===== src/rtl/pmem_bus_master.sv =====
// pmem_bus_master: command/response master for a select/ready peripheral bus; define PMEM_BUS_MASTER_TIMEOUT_EN to add the TIMEOUT wait abort.
module pmem_bus_master #(
  parameter int TIMEOUT = 16
) (
  input  logic       clock,
  input  logic       reset_n,
  input  logic       cmd_valid,
  output logic       cmd_ready,
  input  logic       cmd_write,
  input  logic [7:0] cmd_addr,
  input  logic [7:0] cmd_wdata,
  output logic       rsp_valid,
  input  logic       rsp_ready,
  output logic [7:0] rsp_rdata,
  output logic       rsp_err,
  output logic       pm_select,
  output logic [7:0] pm_addr,
  output logic [7:0] pm_data_out,
  output logic       pm_write,
  input  logic [7:0] pm_data_in,
  input  logic       pm_data_ready
);
  typedef enum logic [1:0] {IDLE, ACCESS, RESP} state_t;
  state_t state_q, state_d;
  logic cmd_ready_q, cmd_ready_d, rsp_valid_q, rsp_valid_d;
  logic pm_select_q, pm_select_d, pm_write_q, pm_write_d;
  logic [7:0] rsp_rdata_q, rsp_rdata_d, pm_addr_q, pm_addr_d, pm_data_out_q, pm_data_out_d;
  logic timeout_hit;

  if (TIMEOUT < 2 || TIMEOUT > 255) begin : g_bad_timeout
    $error("pmem_bus_master: TIMEOUT must be within 2..255");
  end

  always_ff @(posedge clock or negedge reset_n) begin
    if (!reset_n) begin
      state_q       <= IDLE;
      cmd_ready_q   <= 1'b0;
      rsp_valid_q   <= 1'b0;
      rsp_rdata_q   <= '0;
      pm_select_q   <= 1'b0;
      pm_write_q    <= 1'b0;
      pm_addr_q     <= '0;
      pm_data_out_q <= '0;
    end else begin
      state_q       <= state_d;
      cmd_ready_q   <= cmd_ready_d;
      rsp_valid_q   <= rsp_valid_d;
      rsp_rdata_q   <= rsp_rdata_d;
      pm_select_q   <= pm_select_d;
      pm_write_q    <= pm_write_d;
      pm_addr_q     <= pm_addr_d;
      pm_data_out_q <= pm_data_out_d;
    end
  end

  // Every output is a flop so reset forces all of them low with no clock.
  always_comb begin
    state_d       = state_q;
    cmd_ready_d   = cmd_ready_q;
    rsp_valid_d   = rsp_valid_q;
    rsp_rdata_d   = rsp_rdata_q;
    pm_select_d   = pm_select_q;
    pm_write_d    = pm_write_q;
    pm_addr_d     = pm_addr_q;
    pm_data_out_d = pm_data_out_q;
    case (state_q)
      IDLE: begin
        cmd_ready_d = 1'b1;
        if (cmd_valid && cmd_ready_q) begin
          state_d       = ACCESS;
          cmd_ready_d   = 1'b0;
          pm_select_d   = 1'b1;
          pm_write_d    = cmd_write;
          pm_addr_d     = cmd_addr;
          pm_data_out_d = cmd_wdata;
        end
      end
      ACCESS: begin
        if (pm_data_ready || timeout_hit) begin
          state_d       = RESP;
          rsp_valid_d   = 1'b1;
          rsp_rdata_d   = (pm_data_ready && !pm_write_q) ? pm_data_in : 8'd0;
          pm_select_d   = 1'b0;
          pm_write_d    = 1'b0;
          pm_addr_d     = '0;
          pm_data_out_d = '0;
        end
      end
      RESP: begin
        if (rsp_ready) begin
          state_d     = IDLE;
          cmd_ready_d = 1'b1;
          rsp_valid_d = 1'b0;
          rsp_rdata_d = '0;
        end
      end
      default: state_d = IDLE;
    endcase
  end

`ifdef PMEM_BUS_MASTER_TIMEOUT_EN
  logic [7:0] cnt_q, cnt_d;
  logic err_q, err_d;
  always_ff @(posedge clock or negedge reset_n) begin
    if (!reset_n) begin
      cnt_q <= '0;
      err_q <= 1'b0;
    end else begin
      cnt_q <= cnt_d;
      err_q <= err_d;
    end
  end
  assign timeout_hit = (state_q == ACCESS) && (cnt_q == 8'(TIMEOUT - 1));
  // A ready arriving on the expiry edge wins, so the error needs !pm_data_ready.
  always_comb begin
    cnt_d = (state_q == ACCESS && !pm_data_ready) ? cnt_q + 8'd1 : 8'd0;
    err_d = (state_q == ACCESS) ? (timeout_hit && !pm_data_ready)
                                : (state_q == RESP && !rsp_ready && err_q);
  end
  assign rsp_err = err_q;
`else
  assign timeout_hit = 1'b0;
  assign rsp_err     = 1'b0;
`endif

  assign cmd_ready   = cmd_ready_q;
  assign rsp_valid   = rsp_valid_q;
  assign rsp_rdata   = rsp_rdata_q;
  assign pm_select   = pm_select_q;
  assign pm_write    = pm_write_q;
  assign pm_addr     = pm_addr_q;
  assign pm_data_out = pm_data_out_q;
endmodule


===== config.mk =====
export PLATFORM = sky130hd
export DESIGN_NAME = pmem_bus_master
export DESIGN_NICKNAME = d
export VERILOG_FILES = /design/src/rtl/pmem_bus_master.sv
export SDC_FILE = /design/constraint.sdc
export NUM_CORES = 1
export LEC_CHECK = 0
export BUFFER_PORTS_ARGS = -buffer_cell sky130_fd_sc_hd__buf_2
export CAP_MARGIN = 25
export CELL_PAD_IN_SITES_DETAIL_PLACEMENT = 0
export CELL_PAD_IN_SITES_GLOBAL_PLACEMENT = 1
export CORE_MARGIN = 4
export CORE_UTILIZATION = 34
export DETAILED_ROUTE_END_ITERATION = 10
export HOLD_SLACK_MARGIN = 0.08
export PLACE_DENSITY_LB_ADDON = 0.1
export SLEW_MARGIN = 0
export SYNTH_ARGS = -nofsm -noshare
export SYNTH_HDL_FRONTEND = slang
export SYNTH_SLANG_ARGS = --single-unit

===== constraint.sdc =====
create_clock -name clock -period 1.55 [get_ports clock]
set_input_delay 0.0775 -clock clock [delete_from_list [all_inputs] [get_ports clock]]
set_output_delay 0.0775 -clock clock [all_outputs]
set_load 0.02 [all_outputs]

==> run_results.csv, run 1 <==
group,metric,value,unit
routing,num_vias,1068,
timing,rsz0062_at_grt,"no",
finish,drive_above_1_share,40.3,%
finish,antenna_cells,0,
power,p_total,0.00355,W
routing,dr.pass1.iters,4,
power,p_comb_share,44.0,%
finish,fillCellCount,326,
global_routing,first_global_vias,1120,
global_routing,grt_pass1_wl,5250,um
die,row_count,21,
power,power_frac_clock,17.8,%
clocking,clkSinkCount,30,
clocking,clock_latency,270,ps
synth,synth_fa_ha_area_share,0,%
critical_path,reg2reg_to,"rsp_rdata[7]",
clocking,cts_max_level,2,
power,peakVddDrop,0.870,mV
routing,route.detailed.wl_per_inst,14.0,um
die,design.core.area,3440,um2
critical_path,critPathRequiredTime,1760,ps
timing,maxSlewViolCount,0,
finish,nets,205,
place,place_area,1540,um2
timing,finalSetupViolCount,0,
synth,yosys_warnings,0,
critical_path,startpoint,"state_q[0]",
synth,syn_area,1240,um2
die,die_y,68.5,um
finish,syn_to_final_growth,45.6,%
global_routing,antenna_found_initial,0,
synth,synth_top_family_by_area,"compound AO/OA/AOI/OAI gates",
place,place_congestion,0.687,
die,fp.dieW,68.5,um
timing,fin_ws,191,ps
timing,fin_crit,1360,ps
routing,viasPerCell,4.81,
finish,fin_area,1810,um2
timing,max_slew_margin,55.6,%
synth,synth_area_per_cell,12.6,um2
synth,synth_xor_area_share,0,%
synth,synth.distinct_cells,22,
synth,synthesis.nets,129,
synth,synth_seq_cells,30,
power,p_per_area,1960,nW/um2
timing,tns,0,ps
routing,antenna_left,0,
critical_path,start_kind,"flop",
critical_path,crit_fanout,8,
critical_path,r2r_cells,3,
timing,final.period_utilization,87.7,%
die,initial_core_util,36.2,%
worst_hold_path,min-delay-path-class,"in2reg",
critical_path,worst-setup-path-type,"reg2reg",
synth,synthCells,99,
clocking,cts_tree,"done",
clocking,path_clk_slew,60,ps
critical_path,setup.worst_path.end,"rsp_rdata[7]",
place,place_ws,170,ps
power,swShare,40.1,%
critical_path,r2r_setup_slack,190,ps
power,p_leak,1.01,nW
timing,worst_slew_pin_slew,666,ps
synth,ys_seq_area_share,60.3,%
critical_path,cp.arrival,1570,ps
global_routing,grt-ovfl-total,0,
place,post-dp-hpwl,2080,um
global_routing,grtUsageTotal,15.4,%
clocking,clk_path_buf_depth,2,
place,io_buffers,57,
synth,synth-simple-area-share,9.45,%
clocking,post-cts-setup-buffers,0,
power,internal-power,0.00213,W
timing,hold_viol_final,0,
run,maxCapViolations,0,
critical_path,end_kind,"flop",
clocking,numCtsBuffers,5,
die,io_pins,59,
synth,synth_mux_area_share,0,%
clocking,cts-root-buf,"clkbuf_8",
routing,routed_wl,3110,um
routing,drt_iter0_markers,14,
outcome,status,"completed",
global_routing,grt_max_degree,31,
power,sequentialPowerShare,38.1,%
timing,max_freq,736,MHz
critical_path,rr_startpoint,"state_q[0]",
finish,final_util,52.7,%
timing,skew,3.79,ps
power,p_sw,0.00142,W
die,die_area,4690,um2
synth,synth_compound_area_share,22.0,%
routing,drc_errors,0,
synthesized netlist by cell type:
master	count	area share, %
a21o_1	8	4.8
a21oi_1	3	1.2
a22o_1	17	12
a31o_2	1	0.70
a31oi_2	1	1.0
and3b_2	1	0.80
buf_1	1	0.30
buf_2	1	0.40
buf_4	2	1.2
buf_6	3	2.7
clkbuf_1	1	0.30
conb_1	1	0.30
dfrtp_1	30	60
inv_1	10	3.0
nand2_1	1	0.30
nand2b_1	2	1.0
nand3_1	1	0.40
nor2_4	1	0.90
nor4_1	8	4.0
nor4bb_4	1	2.0
o21ai_0	4	1.6
o22a_1	1	0.70
cell families after synthesis:
group / after synthesis
AO/OA/AOI/OAI: 35
buffers and inverters: 18
other: 1
flip-flops: 30
AND/OR/NAND/NOR: 15
registers in the layout, summed over array words and instances (netlist names):
register and cells:
pm_addr 8, pm_data_out 8, rsp_rdata 8, state_q 2, cmd_ready 1, pm_select 1, pm_write 1, rsp_valid 1
power by group through the flow:
stage,Clock (W),Combinational [W],Sequential (W)
floorplan,0,0.000731,0.00171
global placement,0,0.00154,0.00135
detailed placement,0,0.00156,0.00136
CTS,0.000652,0.00159,0.00136
global route,0.000688,0.00170,0.00141
finish,0.000632,0.00156,0.00135
placed cells by master, fill, tap and decap left out:
cell type / synthesis / final
inv_1: 10 / 10
a21oi_1: 3 / 3
a21o_1: 8 / 8
dfrtp_1: 30 / 30
o21ai_0: 4 / 4
conb_1: 1 / 1
a22o_1: 17 / 17
o22a_1: 1 / 1
buf_2: 1 / 57
nor2_4: 1 / 1
nor4_1: 8 / 8
dlygate4sd3_1: 0 / 18
a31oi_2: 1 / 1
buf_4: 2 / 2
clkinv_2: 0 / 1
nand3_1: 1 / 1
nand2b_1: 2 / 2
nor4bb_4: 1 / 1
clkbuf_8: 0 / 6
a31o_2: 1 / 1
nand2_1: 1 / 1
and3b_2: 1 / 1
clkbuf_1: 1 / 1
worst min-delay path by stage:
stage	from	endpoint	slack (ps)	depth (start not counted)
CTS	pm_data_ready	state_q[0]	140	3
global route	pm_data_ready	state_q[0]	170	3
finish	pm_data_in[1]	rsp_rdata[1]	150	4
floorplan	reset_n	cmd_ready	-220	0
global placement	reset_n	pm_select	140	1
detailed placement	reset_n	pm_select	160	1
cell type report:
type | count | area (um2) | area share (%)
repair buffers | 77 | 480 | 26.5
inverters | 10 | 37.5 | 2.07
clock buffers | 7 | 86.3 | 4.76
clock inverters | 1 | 5.00 | 0.276
well taps | 46 | 57.6 | 3.17
flip-flops and latches | 30 | 751 | 41.4
multi-input cells | 51 | 395 | 21.8
worst max-delay path, cell delays in order (launching register included):
cell	delay, ps
dfrtp_1	470
and3b_2	280
a31oi_2	370
a21o_1	180
per-layer routing:
layer	vias up	routed length [um]	part of all wire, %	GRT usage (%)
li1	506	-	-	-
met1	518	1350	44	18.7
met2	37	1500	48	25.3
met3	7	201	6.5	4.05
met4	0	56	1.8	7.20
met5	-	0	0	0
per-stage QoR:
stage | hold WS, ps | cells
floorplan | -218 | 99
global placement | 142 | 196
detailed placement | 157 | 196
CTS | 143 | 222
global route | 166 | 222
finish | 154 | 222
what timing repair did:
action,in CTS,in global routing
hold endpoints to repair,47,0
setup endpoints to repair,0,0
hold buffers,18,0
gates resized for setup,0,0
Power figures use the tool's default switching activity.
==> inputs of run 2 (changes only) <==
--- a/config.mk
+++ b/config.mk
@@ -5,12 +5,13 @@
 export SDC_FILE = /design/constraint.sdc
 export NUM_CORES = 1
 export LEC_CHECK = 0
+export ABC_AREA = 1
 export BUFFER_PORTS_ARGS = -buffer_cell sky130_fd_sc_hd__buf_2
 export CAP_MARGIN = 25
 export CELL_PAD_IN_SITES_DETAIL_PLACEMENT = 0
 export CELL_PAD_IN_SITES_GLOBAL_PLACEMENT = 1
 export CORE_MARGIN = 4
-export CORE_UTILIZATION = 34
+export CORE_UTILIZATION = 33
 export DETAILED_ROUTE_END_ITERATION = 10
 export HOLD_SLACK_MARGIN = 0.08
 export PLACE_DENSITY_LB_ADDON = 0.1
==> run 2 against run 1 <==
Final area grew 4.0%. Die area grew 10%. Maximum frequency grew 3.0%. Highest routed layer unchanged. Sequential power shrank 4%. Critical path type unchanged. Synthesized cell count grew 53%. Sequential share of layout area shrank 1.6 points. Synthesized area grew 8.2%. Critical path depth grew 2. Combinational power shrank 4%.
==> run_results.csv, run 2 <==
group,metric,value,unit
power,peakVddDrop,0.875,mV
finish,multi_input_area,478,um2
die,design.core.area,3800,um2
finish,fillCellCount,385,
finish,syn_to_final_growth,39.9,%
critical_path,r2r_setup_slack,230,ps
timing,maxSlewViolCount,0,
timing,fin_crit,1320,ps
die,initial_core_util,35.5,%
synth,synth_mux_area_share,0,%
synth,synth_fa_ha_area_share,0,%
power,p_leak,1.08,nW
timing,final.period_utilization,85.1,%
routing,routed_wl,3350,um
timing,tns,0,ps
synth,synthCells,151,
finish,final_cell_mix,"57 x buf_2, 55 x nand2_1, 32 x nand3_1",
synth,synth_compound_area_share,1.86,%
synth,synth_top_family_by_area,"simple AND/OR/NAND/NOR gates",
timing,skew,4.19,ps
synth,synth_area_per_cell,8.92,um2
clocking,cts_max_level,2,
synth,ys_seq_area_share,55.7,%
global_routing,antenna_found_initial,0,
global_routing,grtUsageTotal,14.5,%
synth,synth_xor_area_share,0,%
routing,dr.pass1.iters,4,
clocking,clkSinkCount,30,
place,place_inst,251,
synth,synth_area_leaders,"dfrtp_1 56%, nand2_1 15%, nand3_1 12%, buf_12 3.0%, nor2_1 2.5%",
clocking,cts-root-buf,"clkbuf_8",
timing,worst_slew_pin_slew,671,ps
synth,syn_area,1350,um2
place,io_buffers,57,
timing,rsz0062_at_grt,"no",
synth,synthesis.nets,181,
critical_path,crit_fanout,14,
finish,final_common_cell,"buf_2",
finish,seqCellArea,751,um2
die,fp.dieW,71.9,um
global_routing,grt_max_degree,31,
critical_path,start_kind,"flop",
clocking,cts_tree,"done",
die,die_y,71.9,um
outcome,status,"completed",
clocking,ctsResizeCount,0,
clocking,post-cts-setup-buffers,0,
die,row_count,22,
die,io_pins,59,
finish,drive_above_1_share,31.9,%
clocking,path_clk_slew,60,ps
routing,drt_iter0_markers,45,
clocking,numCtsBuffers,5,
worst_hold_path,min-delay-path-class,"in2reg",
synth,synth_enable_flop_cells,0,
clocking,cts_hold_buf,19,
synth,synth.distinct_cells,18,
clocking,clock_latency,270,ps
routing,drc_errors,0,
synth,synthArstFlopShare,100,%
global_routing,grt_pass1_wl,5850,um
timing,hold_viol_final,0,
timing,finalSetupViolCount,0,
synth,synth_commonest_cells,"55 x nand2_1, 32 x nand3_1, 30 x dfrtp_1",
clocking,clk_path_buf_depth,2,
global_routing,grt-ovfl-total,0,
timing,max_freq,758,MHz
critical_path,critPathRequiredTime,1710,ps
critical_path,worst-setup-path-type,"reg2reg",
synth,yosys_warnings,0,
place,post-dp-hpwl,2310,um
global_routing,first_global_vias,1298,
die,die_area,5170,um2
synth,synth_top_area_share,55.7,%
synth,synth_seq_cells,30,
finish,fin_cells,277,
power,p_per_area,1780,nW/um2
run,maxCapViolations,0,
synth,ys.flop_type,"dfrtp_1",
synth,yosysMostFrequentCell,"nand2_1",
routing,antenna_left,0,
routing,route.detailed.wl_per_inst,12.1,um
critical_path,end_kind,"flop",
synth,synth_top_area_cell,"dfrtp_1",
place,place_congestion,0.785,
finish,antenna_cells,0,
routing,viasPerCell,4.54,
finish,nets,259,
synth,synth-simple-area-share,33.3,%
critical_path,cp.arrival,1480,ps
routing,num_vias,1257,
timing,max_slew_margin,55.3,%
-- run 2: cell count changes after synthesis, sizes merged, moves of 2 or more --
cell / change
a22o: -17
nand2b: -2
nand3: +34
nand2: +56
o21ai: -3
nor2: +9
a21oi: -2
o31ai: +2
a21o: -8
inv: -4
nor4: -8
-- run 2: layout make-up --
| class | count | area share, % |
|---|---|---|
| Clock buffer | 7 | 4.05 |
| Inverter | 6 | 1.19 |
| Multi-Input combinational cell | 107 | 25.3 |
| Sequential cell | 30 | 39.8 |
| Tap cell | 48 | 3.19 |
| Timing Repair Buffer | 79 | 26.4 |
-- run 2: worst paths after layout --
kind	from	end	cells past startpoint
min in group asynchronous	reset_n	rsp_rdata[5]	2
max in group asynchronous	reset_n	pm_data_out[7]	2
worst min-delay path	pm_data_in[7]	rsp_rdata[7]	5
worst max-delay path	state_q[1]	pm_addr[7]	5
worst max register to register	state_q[1]	pm_addr[7]	5
worst min register to register	pm_select	pm_select	2
-- run 2: logic make-up after synthesis --
group / after synthesis
simple gates: 102
buf+inv: 14
other cells: 1
flops: 30
compound gates: 4
-- run 2: critical path, stage by stage (launching register included) --
cell	delay, ps
dfrtp_1	420
inv_2	110
nand3_2	260
buf_4	280
nand3_1	80
nand2_1	50
-- run 2: through the flow --
step / hold WS, ps / setup WS, ps / utilization (%) / area [um2] / total power (W)
after floorplan: -218 / 424 / - / 1350 / 0.00236
after global placement: 149 / 289 / 42.6 / 1620 / 0.00275
after detailed placement: 154 / 226 / 42.6 / 1620 / 0.00278
after CTS: 115 / 203 / 49.6 / 1890 / 0.00340
after global routing: 136 / 115 / 49.6 / 1890 / 0.00364
final: 121 / 230 / 49.6 / 1890 / 0.00335
-- run 2: power by group --
group	switching, W	internal (W)
sequential	0.000191	0.00110
combinational	0.000987	0.000507
clock	0.000261	0.000308
-- run 2: layer usage --
layer / up-vias / global-route usage (%) / wire length, um
met2: 41 / 24.7 / 1580
met3: 4 / 4.99 / 217
met4: 0 / 5.64 / 32
li1: 635 / - / -
met1: 577 / 16.8 / 1520
met5: - / 0 / 0
==> inputs of run 3 (changes only) <==
==> constraint.sdc (replaced) <==
create_clock -name clock -period 1.55 [get_ports clock]
set_input_delay 0.155 -clock clock [delete_from_list [all_inputs] [get_ports clock]]
set_output_delay 0.155 -clock clock [all_outputs]
set_load 0.02 [all_outputs]
==> run 3 against run 2 <==
Maximum frequency shrank 0.28%. Routed wire length shrank 2.8%. Clock power is essentially flat. Clock-buffer cell count is the same. Utilization shrank 2.4 points. Register-to-register slack is essentially flat. Largest cell class unchanged. Largest power group unchanged.
==> run_results.csv, run 3 (synthesis gave the netlist of run 2 again) <==
group,metric,value,unit
outcome,status,"completed",
place,place_ws,226,ps
power,sequentialPowerShare,38.7,%
finish,antenna_cells,0,
global_routing,first_global_vias,1231,
power,p_comb_share,44.2,%
die,die_y,71.9,um
clocking,ctsResizeCount,0,
power,swShare,43.1,%
finish,final_cell_mix,"57 x buf_2, 55 x nand2_1, 32 x nand3_1",
timing,final.period_utilization,85.4,%
clocking,cts_tree,"done",
routing,drc_errors,0,
timing,max_slew_margin,55.5,%
power,internal-power,0.00190,W
clocking,clk_path_buf_depth,2,
place,place_congestion,0.785,
critical_path,end_kind,"flop",
critical_path,crit_fanout,14,
routing,viasPerCell,4.54,
finish,final_common_cell,"buf_2",
timing,tns,0,ps
timing,skew,4.38,ps
power,peakVddDrop,0.973,mV
finish,nets,250,
die,die_area,5170,um2
clocking,cts-root-buf,"clkbuf_8",
die,row_count,22,
global_routing,grt_max_degree,31,
timing,fin_crit,1320,ps
place,post-dp-hpwl,2310,um
timing,maxSlewViolCount,0,
clocking,cts_hold_buf,10,
die,initial_core_util,35.5,%
timing,finalSetupViolCount,0,
timing,max_freq,756,MHz
routing,drt_iter0_markers,45,
routing,num_vias,1218,
die,fp.dieW,71.9,um
clocking,path_clk_slew,60,ps
timing,hold_viol_final,0,
power,p_sw,0.00144,W
power,p_leak,1.04,nW
worst_hold_path,min-delay-path-class,"in2reg",
die,io_pins,59,
global_routing,antenna_found_initial,0,
timing,fin_ws,226,ps
critical_path,critPathRequiredTime,1710,ps
global_routing,grtUsageTotal,13.8,%
finish,drive_above_1_share,33.2,%
die,design.core.area,3800,um2
critical_path,cp.arrival,1490,ps
place,io_buffers,57,
clocking,clkSinkCount,30,
routing,dr.pass1.iters,4,
clocking,clock_latency,270,ps
global_routing,grt_pass1_wl,5560,um
routing,routed_wl,3250,um
finish,syn_to_final_growth,33.2,%
finish,fin_cells,268,
critical_path,start_kind,"flop",
routing,route.detailed.wl_per_inst,12.1,um
clocking,cts_max_level,2,
timing,rsz0062_at_grt,"no",
power,power_frac_clock,17.1,%
global_routing,grt-ovfl-total,0,
clocking,post-cts-setup-buffers,0,
run,maxCapViolations,0,
finish,final_util,47.3,%
power,p_total,0.00334,W
power,p_per_area,1860,nW/um2
place,place_inst,251,
routing,antenna_left,0,
clocking,numCtsBuffers,5,
timing,worst_slew_pin_slew,668,ps
critical_path,worst-setup-path-type,"reg2reg",
finish,fillCellCount,393,
==> run 3: worst max-delay path, cell delays in order, from the launching register on <==
cell	delay (ps)
dfrtp_1	420
inv_2	110
nand3_2	260
buf_4	290
nand3_1	80
nand2_1	50
==> run 3: metal layers <==
metal	vias to the layer above	routed length [um]	global-route usage (%)	part of all wire, %
li1	617	-	-	-
met1	558	1480	16.0	45
met2	39	1510	23.2	46
met3	4	236	5.12	7.3
met4	0	28	5.64	0.86
met5	-	0	0	0
==> run 3: final timing paths <==
check,startpoint,end,slack (ps),cells past startpoint
max,state_q[1],pm_addr[7],230,5
min,cmd_addr[5],pm_addr[5],80,3
max reg2reg,state_q[1],pm_addr[7],230,5
min reg2reg,pm_select,pm_select,470,2
max in group asynchronous,reset_n,state_q[1],660,2
min in group asynchronous,reset_n,rsp_rdata[5],460,2
==> run 3: stage by stage <==
stage | area (um2) | hold slack (ps)
after floorplan | 1350 | -141
after global placement | 1620 | 227
after detailed placement | 1620 | 231
after CTS | 1800 | 82.0
after global routing | 1800 | 88.0
final | 1800 | 83.1
==> run 3: final cells by class <==
type | instances | area (um2) | share of cell area, %
Clock buffer | 7 | 76.3 | 4.25
Sequential cell | 30 | 751 | 41.8
Multi-Input combinational cell | 107 | 478 | 26.6
Inverter | 6 | 22.5 | 1.25
Timing Repair Buffer | 70 | 408 | 22.7
Tap cell | 48 | 60.1 | 3.34
==> run 3: power by group through the flow <==
| stage | logic [W] | registers [W] | clock network (W) |
|---|---|---|---|
| finish | 0.00148 | 0.00129 | 0.000571 |
| global route | 0.00165 | 0.00134 | 0.000629 |
| CTS | 0.00150 | 0.00129 | 0.000592 |
| detailed placement | 0.00148 | 0.00130 | 0 |
| global placement | 0.00146 | 0.00129 | 0 |
| floorplan | 0.000714 | 0.00164 | 0 |
